--- src/rtl/decode_pkg.sv ---
// Shared RV32I decode definitions: opcodes, ALU operation codes, immediate formats
// and the registered control bundle handed to the execute stage.
package decode_pkg;

  localparam logic [6:0] OP_LUI      = 7'b0110111;
  localparam logic [6:0] OP_AUIPC    = 7'b0010111;
  localparam logic [6:0] OP_JAL      = 7'b1101111;
  localparam logic [6:0] OP_JALR     = 7'b1100111;
  localparam logic [6:0] OP_BRANCH   = 7'b1100011;
  localparam logic [6:0] OP_LOAD     = 7'b0000011;
  localparam logic [6:0] OP_STORE    = 7'b0100011;
  localparam logic [6:0] OP_IMM      = 7'b0010011;
  localparam logic [6:0] OP_OP       = 7'b0110011;
  localparam logic [6:0] OP_MISC_MEM = 7'b0001111;
  localparam logic [6:0] OP_SYSTEM   = 7'b1110011;

  localparam logic [3:0] ALU_ADD    = 4'd0;
  localparam logic [3:0] ALU_SUB    = 4'd1;
  localparam logic [3:0] ALU_SLL    = 4'd2;
  localparam logic [3:0] ALU_SLT    = 4'd3;
  localparam logic [3:0] ALU_SLTU   = 4'd4;
  localparam logic [3:0] ALU_XOR    = 4'd5;
  localparam logic [3:0] ALU_SRL    = 4'd6;
  localparam logic [3:0] ALU_SRA    = 4'd7;
  localparam logic [3:0] ALU_OR     = 4'd8;
  localparam logic [3:0] ALU_AND    = 4'd9;
  localparam logic [3:0] ALU_PASS_B = 4'd10;

  typedef enum logic [2:0] {
    IMM_NONE,
    IMM_I,
    IMM_S,
    IMM_B,
    IMM_U,
    IMM_J
  } imm_type_e;

  typedef struct packed {
    logic [4:0] rs1sel;
    logic [4:0] rs2sel;
    logic [4:0] rdsel;
    logic       enrd;
    logic [3:0] alu_op;
    logic       mem_rd;
    logic       mem_wr;
    logic       branch;
    logic       jump;
    logic       illegal;
  } decode_t;

  // alt selects SUB over ADD and SRA over SRL (funct7[5] / ins[30]).
  function automatic logic [3:0] alu_from_funct3(input logic [2:0] funct3, input logic alt);
    logic [3:0] op;
    case (funct3)
      3'b000:  op = alt ? ALU_SUB : ALU_ADD;
      3'b001:  op = ALU_SLL;
      3'b010:  op = ALU_SLT;
      3'b011:  op = ALU_SLTU;
      3'b100:  op = ALU_XOR;
      3'b101:  op = alt ? ALU_SRA : ALU_SRL;
      3'b110:  op = ALU_OR;
      default: op = ALU_AND;
    endcase
    return op;
  endfunction

endpackage

--- src/rtl/imm_gen.sv ---
// Combinational RV32I immediate generator: selects and sign-extends the immediate
// field of the instruction for the requested format.
module imm_gen
  import decode_pkg::*;
#(
  parameter int unsigned XLEN = 32
) (
  input  logic [31:7]     ins_i,
  input  imm_type_e       imm_type_i,
  output logic [XLEN-1:0] imm_o
);

  always_comb begin
    imm_o = '0;
    case (imm_type_i)
      IMM_I:   imm_o = XLEN'($signed(ins_i[31:20]));
      IMM_S:   imm_o = XLEN'($signed({ins_i[31:25], ins_i[11:7]}));
      IMM_B:   imm_o = XLEN'($signed({ins_i[31], ins_i[7], ins_i[30:25], ins_i[11:8], 1'b0}));
      IMM_U:   imm_o = XLEN'($signed({ins_i[31:12], 12'b0}));
      IMM_J:   imm_o = XLEN'($signed({ins_i[31], ins_i[19:12], ins_i[20], ins_i[30:21], 1'b0}));
      default: imm_o = '0;
    endcase
  end

endmodule

--- src/rtl/decode_stage.sv ---
// IF/ID pipeline register with RV32I decoder behind a valid/ready handshake.
// Optional DECODE_STALL_COUNT_EN adds a saturating stall_cnt output.
module decode_stage
  import decode_pkg::*;
#(
  parameter int unsigned     XLEN     = 32,
  parameter logic [XLEN-1:0] RESET_PC = '0
) (
`ifdef DECODE_STALL_COUNT_EN
  output logic [15:0]     stall_cnt,
`endif
  input  logic            clk,
  input  logic            reset,
  input  logic [XLEN-1:0] ins,
  input  logic [XLEN-1:0] pc_in,
  input  logic            in_valid,
  output logic            in_ready,
  input  logic            flush,
  input  logic            out_ready,
  output logic            out_valid,
  output logic [XLEN-1:0] pc_out,
  output logic [4:0]      rs1sel,
  output logic [4:0]      rs2sel,
  output logic [4:0]      rdsel,
  output logic            enrd,
  output logic [XLEN-1:0] imm,
  output logic [3:0]      alu_op,
  output logic            mem_rd,
  output logic            mem_wr,
  output logic            branch,
  output logic            jump,
  output logic            illegal
);

  logic [6:0]      opcode;
  logic [2:0]      funct3;
  logic [6:0]      funct7;
  logic            writes_rd;
  imm_type_e       imm_type;
  decode_t         ctrl_d, ctrl_q;
  logic [XLEN-1:0] imm_d, imm_q, pc_q;
  logic            valid_q;
  logic            accept;

  assign opcode = ins[6:0];
  assign funct3 = ins[14:12];
  assign funct7 = ins[31:25];

  always_comb begin
    ctrl_d        = '0;
    ctrl_d.alu_op = ALU_ADD;
    imm_type      = IMM_NONE;
    writes_rd     = 1'b0;
    case (opcode)
      OP_LUI:    begin imm_type = IMM_U; ctrl_d.alu_op = ALU_PASS_B; writes_rd = 1'b1; end
      OP_AUIPC:  begin imm_type = IMM_U; writes_rd = 1'b1; end
      OP_JAL:    begin imm_type = IMM_J; ctrl_d.jump = 1'b1; writes_rd = 1'b1; end
      OP_JALR:   begin imm_type = IMM_I; ctrl_d.jump = 1'b1; writes_rd = 1'b1; end
      OP_BRANCH: begin
        imm_type       = IMM_B;
        ctrl_d.alu_op  = ALU_SUB;
        ctrl_d.branch  = 1'b1;
        ctrl_d.illegal = (funct3 == 3'b011);
      end
      OP_LOAD:   begin imm_type = IMM_I; ctrl_d.mem_rd = 1'b1; writes_rd = 1'b1; end
      OP_STORE:  begin imm_type = IMM_S; ctrl_d.mem_wr = 1'b1; end
      OP_IMM:    begin
        imm_type      = IMM_I;
        writes_rd     = 1'b1;
        ctrl_d.alu_op = alu_from_funct3(funct3, (funct3 == 3'b101) && funct7[5]);
      end
      OP_OP:     begin
        writes_rd      = 1'b1;
        ctrl_d.alu_op  = alu_from_funct3(funct3, funct7[5]);
        // funct7 0x20 is only meaningful for SUB and SRA.
        ctrl_d.illegal = !((funct7 == 7'h00) ||
                           ((funct7 == 7'h20) && ((funct3 == 3'b000) || (funct3 == 3'b101))));
      end
      OP_MISC_MEM, OP_SYSTEM: imm_type = IMM_I;
      default:   ctrl_d.illegal = 1'b1;
    endcase

    if (ctrl_d.illegal) begin
      ctrl_d.alu_op = ALU_ADD;
      ctrl_d.mem_rd = 1'b0;
      ctrl_d.mem_wr = 1'b0;
      ctrl_d.branch = 1'b0;
      ctrl_d.jump   = 1'b0;
      writes_rd     = 1'b0;
      imm_type      = IMM_NONE;
    end

    ctrl_d.rs1sel = ins[19:15];
    ctrl_d.rs2sel = ins[24:20];
    ctrl_d.rdsel  = ins[11:7];
    ctrl_d.enrd   = writes_rd && (ins[11:7] != 5'd0);
  end

  imm_gen #(.XLEN(XLEN)) u_imm_gen (
    .ins_i      (ins[31:7]),
    .imm_type_i (imm_type),
    .imm_o      (imm_d)
  );

  assign in_ready = !flush && (!valid_q || out_ready);
  assign accept   = in_valid && in_ready;

  always_ff @(posedge clk) begin
    if (reset) begin
      valid_q <= 1'b0;
      pc_q    <= RESET_PC;
      imm_q   <= '0;
      ctrl_q  <= '0;
    end else if (flush) begin
      valid_q <= 1'b0;
    end else if (accept) begin
      valid_q <= 1'b1;
      pc_q    <= pc_in;
      imm_q   <= imm_d;
      ctrl_q  <= ctrl_d;
    end else if (out_ready) begin
      valid_q <= 1'b0;
    end
  end

  assign out_valid = valid_q;
  assign pc_out    = pc_q;
  assign imm       = imm_q;
  assign rs1sel    = ctrl_q.rs1sel;
  assign rs2sel    = ctrl_q.rs2sel;
  assign rdsel     = ctrl_q.rdsel;
  assign enrd      = ctrl_q.enrd;
  assign alu_op    = ctrl_q.alu_op;
  assign mem_rd    = ctrl_q.mem_rd;
  assign mem_wr    = ctrl_q.mem_wr;
  assign branch    = ctrl_q.branch;
  assign jump      = ctrl_q.jump;
  assign illegal   = ctrl_q.illegal;

`ifdef DECODE_STALL_COUNT_EN
  logic [15:0] stall_q;

  always_ff @(posedge clk) begin
    if (reset) begin
      stall_q <= '0;
    end else if (valid_q && !out_ready && (stall_q != 16'hFFFF)) begin
      stall_q <= stall_q + 16'd1;
    end
  end

  assign stall_cnt = stall_q;
`endif

endmodule

--- config.mk ---
export PLATFORM = sky130hd
export DESIGN_NAME = decode_stage
export DESIGN_NICKNAME = d
export VERILOG_FILES = /design/src/rtl/decode_pkg.sv /design/src/rtl/imm_gen.sv /design/src/rtl/decode_stage.sv
export SDC_FILE = /design/constraint.sdc
export NUM_CORES = 1
export LEC_CHECK = 0
export CORE_ASPECT_RATIO = 1.5
export CORE_MARGIN = 8
export CORE_UTILIZATION = 46
export CTS_CLUSTER_DIAMETER = 120
export DETAILED_ROUTE_END_ITERATION = 10
export PLACE_DENSITY = 0.86
export SYNTH_ARGS = -nofsm -noshare
export SYNTH_HDL_FRONTEND = slang
export SYNTH_SLANG_ARGS = --single-unit
--- constraint.sdc ---
create_clock -name clk -period 4.52 [get_ports clk]
set_clock_uncertainty 0.1 [all_clocks]
set_input_delay 1.13 -clock clk [delete_from_list [all_inputs] [get_ports clk]]
set_output_delay 1.13 -clock clk [all_outputs]
set_load 0.01 [all_outputs]
* Word-level counts from Yosys, hierarchy flattened
Cells that the tools add are included.
Storage, ports and cells: logic and storage cells 79, register bits after elaboration 90, output and inout port bits 91, input port bits 69
Operators by class: bitwise logic cells 1, eq/ne operators 23, reductions and logical operators 22, mux-type cells 20
Operators with widths (count):
- one-hot mux 32 bit (5 select lines) | 1
- one-hot mux 4 bit (7 select lines) | 2
- equality test 7 x 6 -> 1 bit (second input constant) | 4
- equality test 7 bit (second input constant) | 4
- one-hot mux 4 bit (4 select lines) | 1
- equality test 3 bit (second input constant) | 5
- one-hot mux 3 bit (5 select lines) | 1
- equality test 7 x 5 -> 1 bit (second input constant) | 2
- equality test 3 x 2 -> 1 bit (second input constant) | 4
- 2-to-1 mux 1 bit | 12
- OR reduction 9 bit | 1
- 2-to-1 mux 8 bit | 1
- equality test 7 x 2 -> 1 bit (second input constant) | 1
- equality test 7 x 4 -> 1 bit (second input constant) | 1
- zero test 7 bit | 1
- OR reduction 7 bit | 1
- equality test 3 x 1 -> 1 bit (second input constant) | 2
- OR reduction 2 bit | 3
- logical AND 1 bit | 5
- nonzero test 5 bit | 1
- OR reduction 5 bit | 1
- zero test 1 bit | 3
- zero test 3 bit | 1
- logical OR 1 bit | 3
- 5 further kinds | 5

* Depth between registers and ports, before layout
Gate-level depths: netlist (run 1).
depth after elaboration 9, depth in mapped cells 9, mapped depth without buffers 6

* By module
A second synthesis (run 1) with hierarchy kept.
Unflattened totals: cells, all modules 511, area total of the unflattened synthesis 3865.0 µm²
Modules (own cells, without submodules):
- decode_stage | seq. area each 1801.7 µm², area an instance 3474.6 µm², cells each 445, instances 1
- imm_gen | seq. area each 0.0 µm², area an instance 390.4 µm², cells each 66, instances 1

* Worst setup path after synthesis (run 1)
Ideal clock, no wire load.
path type in2reg, from input port ins[5], to register ctrl_q (netlist bit branch), stages 9, arrival time 2.727 ns, setup time 0.060 ns, slack 1.633 ns, required time 4.360 ns, cells stage by stage buf_6 > and2_1 > buf_6 > and2_2 > a31o_4 > a311oi_2 > and2_1 > buf_6 > a32o_2
On the way: cells in the longest elaborated chain, start to end 4, elaborated cells between the ends (all ways) 15
Ends and longest elaborated chain:
- start: declaration | RTL line decode_stage.sv:14 | input logic [XLEN-1:0] ins,
- equality test 7 x 5 -> 1 bit (tied with other cells) | RTL line decode_stage.sv:54 | case (opcode)
- OR reduction 9 bit (no line)
- one-hot mux 1 bit (3 select lines) | RTL line decode_stage.sv:54
- 2-to-1 mux 8 bit * | RTL line decode_stage.sv:83 | if (ctrl_d.illegal) begin
- end signal: assignment | RTL line decode_stage.sv:120 | ctrl_q <= ctrl_d;
- end: declaration | RTL line decode_stage.sv:40 | decode_t ctrl_d, ctrl_q;
Every way passes the cells marked *; elsewhere a longest branch is shown, timed or not. A chain may end at the register's enable or synchronous reset.

* Worst setup path after layout (run 1)
from input port ins[5], to register imm_q[22], in the netlist imm[22]
On the way: cells in the longest elaborated chain, start to end 6, elaborated cells between the ends (all ways) 23
Ends and longest elaborated chain:
- equality test 7 x 5 -> 1 bit (tied with other cells) | RTL line decode_stage.sv:54
- OR reduction 9 bit (no line) (tied with other cells)
- one-hot mux 1 bit (3 select lines) or one-hot mux 3 bit (5 select lines) (tied branches) | RTL line decode_stage.sv:54
- 2-to-1 mux 3 bit * | RTL line decode_stage.sv:83
- equality test 3 bit (tied with other cells) | RTL line imm_gen.sv:15 | case (imm_type_i)
- one-hot mux 32 bit (5 select lines) * | RTL line imm_gen.sv:15
- end signal: assignment | RTL line decode_stage.sv:119 | imm_q <= imm_d;
- end: declaration | RTL line decode_stage.sv:41 | logic [XLEN-1:0] imm_d, imm_q, pc_q;
Marks and branches as above.

==> impl_metrics.tcl, run 1 <==
set metrics [dict create \
    dpl_worst_slack_ps 635 \
    relSlewSlack 0.411 \
    drc_errors 0 \
    ys_warn_count 0 \
    drv_slew 0 \
    antenna_found_initial 0 \
    grt_pass1_vias 3776 \
    hold_ws_ps 352 \
    via_per_inst 5.36 \
    grt_max_degree 63 \
    setup_tns_ps 0 \
    dieArea_sq_um 11400 \
    synth_top_cell_by_area "dfxtp_1" \
    start_util 0.472 \
    core_area_sq_um 7960 \
    drv_cap 0 \
    worstPathMaxFanout 12 \
    ys_seq_area_frac 0.479 \
    dp.cells 680 \
    cp-end-kind "flip-flop" \
    ios 160 \
    firstDrtPassIters 4 \
    numCtsBuffers 9 \
    die-height_microns 127 \
    synth-edff-count 0 \
    synth-adder-area-share 0 \
    clkSlewWorstSetupHoldPaths_ps 60 \
    final.min_clock_period_ps 3560 \
    synthMuxAreaShare 0.00300 \
    critPathArrivalTime_ps 3620 \
    nNetsFinal 655 \
    synth_xor_area_frac 0 \
    avgSynthCellArea_sq_um 8.45 \
    wirelength_microns 12700 \
    layout-drive-gt1-share 0.0729 \
    syn_nets 514 \
    instances_no_fill 695 \
    ys_types 57 \
    fmax_ghz 0.281 \
    fin_ws_ps 964 \
    clock_sinks 90 \
    ctsHoldBuffers 0 \
    cts_buffer_depth 2 \
    row_count 40 \
    cts_resized 0 \
    crit_type "in -> reg" \
    fill_cells 613 \
    crit_path_max_incr_delay_ps 700 \
    drt-initial-drc-count 280 \
    routedWlPerCell_microns 18.3 \
    num_vias 3725 \
    crit_slowest_cell "o21ai_1" \
    dp_hpwl_microns 9390 \
    postCtsSetupBuffers 0 \
    antenna_cells 0 \
    synth.ff_latch_count 90 \
    area_growth_pct 49.6 \
    min_path_type "reg -> reg" \
    outcome "completed" \
    grt_overflow 0 \
    synth_compound_area_frac 0.262 \
    cts_root_buf "clkbuf_16" \
    leakagePower_nw 1.94 \
    grt_pass1_wl_microns 19900 \
    max_slew.worst_pin.slew_ps 878 \
    crit_required_ps 4580 \
    vdd_drop_max_mv 0.272 \
    synth_top_family_by_area "compound AO/OA/AOI/OAI gates" \
    async_flop_share 0 \
    clk_latency_ps 330 \
    syn_area_sq_um 3760 \
    layout_common_cells "158 x clkdlybuf4s50_1, 128 x nand2_1, 90 x dfxtp_1" \
    syn_inst 445 \
    synth_top_area_share 0.479 \
    cts_tree "built" \
    synthTopCellsByArea "dfxtp_1 48%, nand2_1 13%, a21oi_1 7.9%" \
    synth_flop_cell "dfxtp_1" \
    hold_violations 0 \
    postRouteAntennaNets 0 \
    finalSetupViolCount 0 \
    cp_cell_sequence "clkdlybuf4s50_1 > and2_1 > and2_2 > a31o_4 > nor3_2 > o21ai_1 > a221oi_1" \
    min_period_over_period 0.787 \
    p_per_area_nw_per_um2 318 \
    synthSimpleGateAreaFrac 0.201 \
    layout_commonest_cell "clkdlybuf4s50_1" \
    h-tree-depth 3 \
    cp-start-kind "input port" \
    routabilityCongestion 0.872 \
    die_w_microns 89.8 \
    placement.io_buffers 159 \
    rsz0062_at_grt "no" \
    gr-usage-all-layers 0.217 \
]
kinds of logic (layout without fill, tap and decap cells):
kind of cell | Yosys count | after routing
AOI/OAI and AO/OA | 144 | 144
buffers and inverters | 38 | 183
DFF | 90 | 90
muxes | 1 | 1
and+or+nand+nor | 172 | 172
report_power, final:
part	leakage [nW]	switching [mW]	internal, mW	total, mW
registers	0.731	0.0107	0.814	0.825
logic	1.08	0.114	0.117	0.231
clock network	0.134	0.308	0.426	0.734
total	1.94	0.433	1.36	1.79
Yosys cell counts, drive strengths merged, types with 2 or more instances:
cell	n
nand2	128
dfxtp	90
a21oi	61
clkbuf	25
o21ai	23
nor2	15
a21boi	12
a221oi	12
a22o	11
buf	9
a32oi	6
nor3	5
a32o	4
and2	4
inv	4
nor2b	4
nand3	3
a31o	2
and2b	2
and3	2
nor4	2
worst max-delay path: cells and delay by family:
kind                   cells  cell delay (ps)
AND/OR/NAND/NOR            3              670
buffers and inverters      1              670
AO/OA/AOI/OAI              3             1130
final timing paths:
path	start	to	slack (ps)	depth (start not counted)
worst max-delay path	ins[5]	imm[22]	960	7
worst min-delay path	imm[4]	imm[4]	350	2
worst max register to register	out_valid	imm[22]	2580	4
worst min register to register	imm[4]	imm[4]	350	2
through the flow:
stage	utilization	power [mW]	cell area, sq um
4_1_cts	0.707	1.80	5620
6_report	0.707	1.79	5620
3_3_place_gp	0.670	1.07	5330
2_1_floorplan	-	0.939	3760
3_5_place_dp	0.670	1.07	5330
5_1_grt	0.707	1.85	5620
final cells by class:
class	count	area, sq um	share of cell area
sequential	90	1800	0.320
multi-input combinational	317	1760	0.313
timing repair buffer	164	1620	0.289
clock buffer	9	225	0.0401
tap	105	131	0.0234
clock inverter	6	66.3	0.0118
inverter	4	15.0	0.00267
flip-flops by register name, summed over array words and instances, names as in the netlist:
| signal | cells |
|---|---|
| jump | 1 |
| rdsel | 5 |
| rs1sel | 5 |
| branch | 1 |
| mem_wr | 1 |
| out_valid | 1 |
| enrd | 1 |
| illegal | 1 |
| pc_out | 32 |
| imm | 32 |
| mem_rd | 1 |
| alu_op | 4 |
| rs2sel | 5 |
per-layer routing:
metal | up-vias | routed length [microns] | share of wire | GRT usage
met5 | - | 0 | 0 | 0
met4 | 0 | 443 | 0.035 | 0.112
met3 | 24 | 1170 | 0.092 | 0.0915
met2 | 145 | 6580 | 0.52 | 0.377
met1 | 1721 | 4520 | 0.36 | 0.216
li1 | 1835 | - | - | -
Note: power is estimated with default switching activity, not from simulation.
==> run 2, diff against run 1 <==
Settings changed: CORE_UTILIZATION 46 to 42, PLACE_DENSITY 0.86 to 0.79.
Clock period 4.52 ns to 3.41 ns, I/O delays scaled along.
==> run 2 against run 1 <==
  * First-iteration DRC count decreased by 40%
  * Die area up 8.0%
  * Global-route usage decreased by 1.3 points
  * Combinational power is 35% higher
  * Sequential cell count unchanged
  * Final area up 1.5%
  * Critical endpoint is now imm[23]
  * Highest routed layer unchanged
==> impl_metrics.tcl, run 2 (synthesis gave the netlist of run 1 again) <==
set metrics [dict create \
    outcome "completed" \
    cp-start-kind "input port" \
    grt_max_degree 61 \
    wirelength_microns 12500 \
    cp-end-kind "flip-flop" \
    crit_type "in -> reg" \
    min_path_type "reg -> reg" \
    layout_commonest_cell "clkdlybuf4s50_1" \
    vdd_drop_max_mv 0.289 \
    routedWlPerCell_microns 17.6 \
    r2r_cells 4 \
    rrSetupSlack_ps 1400 \
    nNetsFinal 666 \
    core_area_sq_um 8780 \
    drc_errors 0 \
    firstDrtPassIters 4 \
    worstPathMaxFanout 11 \
    min_path_cells 2 \
    relSlewSlack 0.204 \
    grt_pass1_wl_microns 20200 \
    final.min_clock_period_ps 3070 \
    finalSetupViolCount 0 \
    crit_required_ps 3540 \
    postCtsSetupBuffers 0 \
    dp_hpwl_microns 9650 \
    start_util 0.428 \
    antenna_found_initial 0 \
    clock_sinks 90 \
    antenna_cells 0 \
    leakagePower_nw 2.01 \
    layout_common_cells "158 x clkdlybuf4s50_1, 128 x nand2_1, 90 x dfxtp_1" \
    min_period_over_period 0.901 \
    r2r-end "mem_wr" \
    cts_tree "built" \
    hold_violations 0 \
    die-height_microns 132 \
    routabilityCongestion 1.00 \
    fmax_ghz 0.325 \
    drv_slew 0 \
    grt_pass1_vias 3933 \
    clkSlewWorstSetupHoldPaths_ps 60 \
    clk_latency_ps 330 \
    numCtsBuffers 9 \
    cts_buffer_depth 2 \
    drt-initial-drc-count 169 \
    hold-path-endpoint "imm[13]" \
    rr_startpoint "out_valid" \
    p_total_mw 2.34 \
    critPathArrivalTime_ps 3200 \
    grt_overflow 0 \
    postRouteAntennaNets 0 \
    layout-drive-gt1-share 0.0897 \
    max_slew.worst_pin.slew_ps 1190 \
    via_per_inst 5.31 \
    worstHoldStart "imm[13]" \
    dpl_cell_area_sq_um 5420 \
    ios 160 \
    area_growth_pct 51.8 \
    row_count 42 \
    rsz0062_at_grt "no" \
    fin_area_sq_um 5710 \
    drv_cap 0 \
    p_per_area_nw_per_um2 409 \
    setup_tns_ps 0 \
    gr-usage-all-layers 0.205 \
    dieArea_sq_um 12300 \
    die_w_microns 93.3 \
    cts_root_buf "clkbuf_16" \
    h-tree-depth 3 \
    num_vias 3782 \
    fill_cells 754 \
    placement.io_buffers 159 \
]
==> run 2: how the worst max path moves through the flow <==
stage / startpoint / to / cells after the start / slack [ps]
global route: ins[5] / imm[21] / 7 / 190
detailed placement: ins[2] / imm[20] / 7 / -160
CTS: ins[2] / imm[23] / 7 / 160
finish: ins[5] / imm[23] / 7 / 340
global placement: ins[2] / imm[23] / 7 / 8
floorplan: ins[5] / branch / 9 / 800
==> run 2: cell type report <==
class	instances	area, sq um	share of cell area
multi-input combinational	317	1760	0.309
sequential	90	1800	0.316
clock buffer	14	274	0.0480
inverter	4	15.0	0.00263
timing repair buffer	175	1710	0.299
tap	110	138	0.0241
clock inverter	2	10.0	0.00175
==> run 2: what timing repair did <==
item,4_1_cts,5_1_grt
endpoints found under the setup margin,0,11
endpoints found under the hold margin,0,0
hold buffers,0,0
resized for setup,0,1
==> run 2: power breakdown <==
group / internal, mW / switching, mW
Clock: 0.552 / 0.380
Sequential: 1.08 / 0.0143
Combinational: 0.160 / 0.151
==> run 2: worst max-delay path, cell delays in order <==
cell and delay [ps]:
clkdlybuf4s50_1 620, and2_1 360, a21oi_1 100, o32a_4 370
nor3_2 250, nand2_1 280, a221oi_1 360
==> run 2: per-stage QoR <==
step	hold WS, ps	instances	util	setup slack, ps
after floorplan	370	445	-	801
after global placement	337	696	0.618	7.97
after CTS	349	712	0.650	157
final	347	712	0.650	337
after global routing	369	712	0.650	188
after detailed placement	340	696	0.618	-164
==> run 2: per-layer routing <==
| layer | wire [microns] | global-route usage |
|---|---|---|
| met3 | 1230 | 0.0878 |
| met2 | 6320 | 0.344 |
| met1 | 4590 | 0.204 |
| met4 | 395 | 0.112 |
| met5 | 0 | 0 |
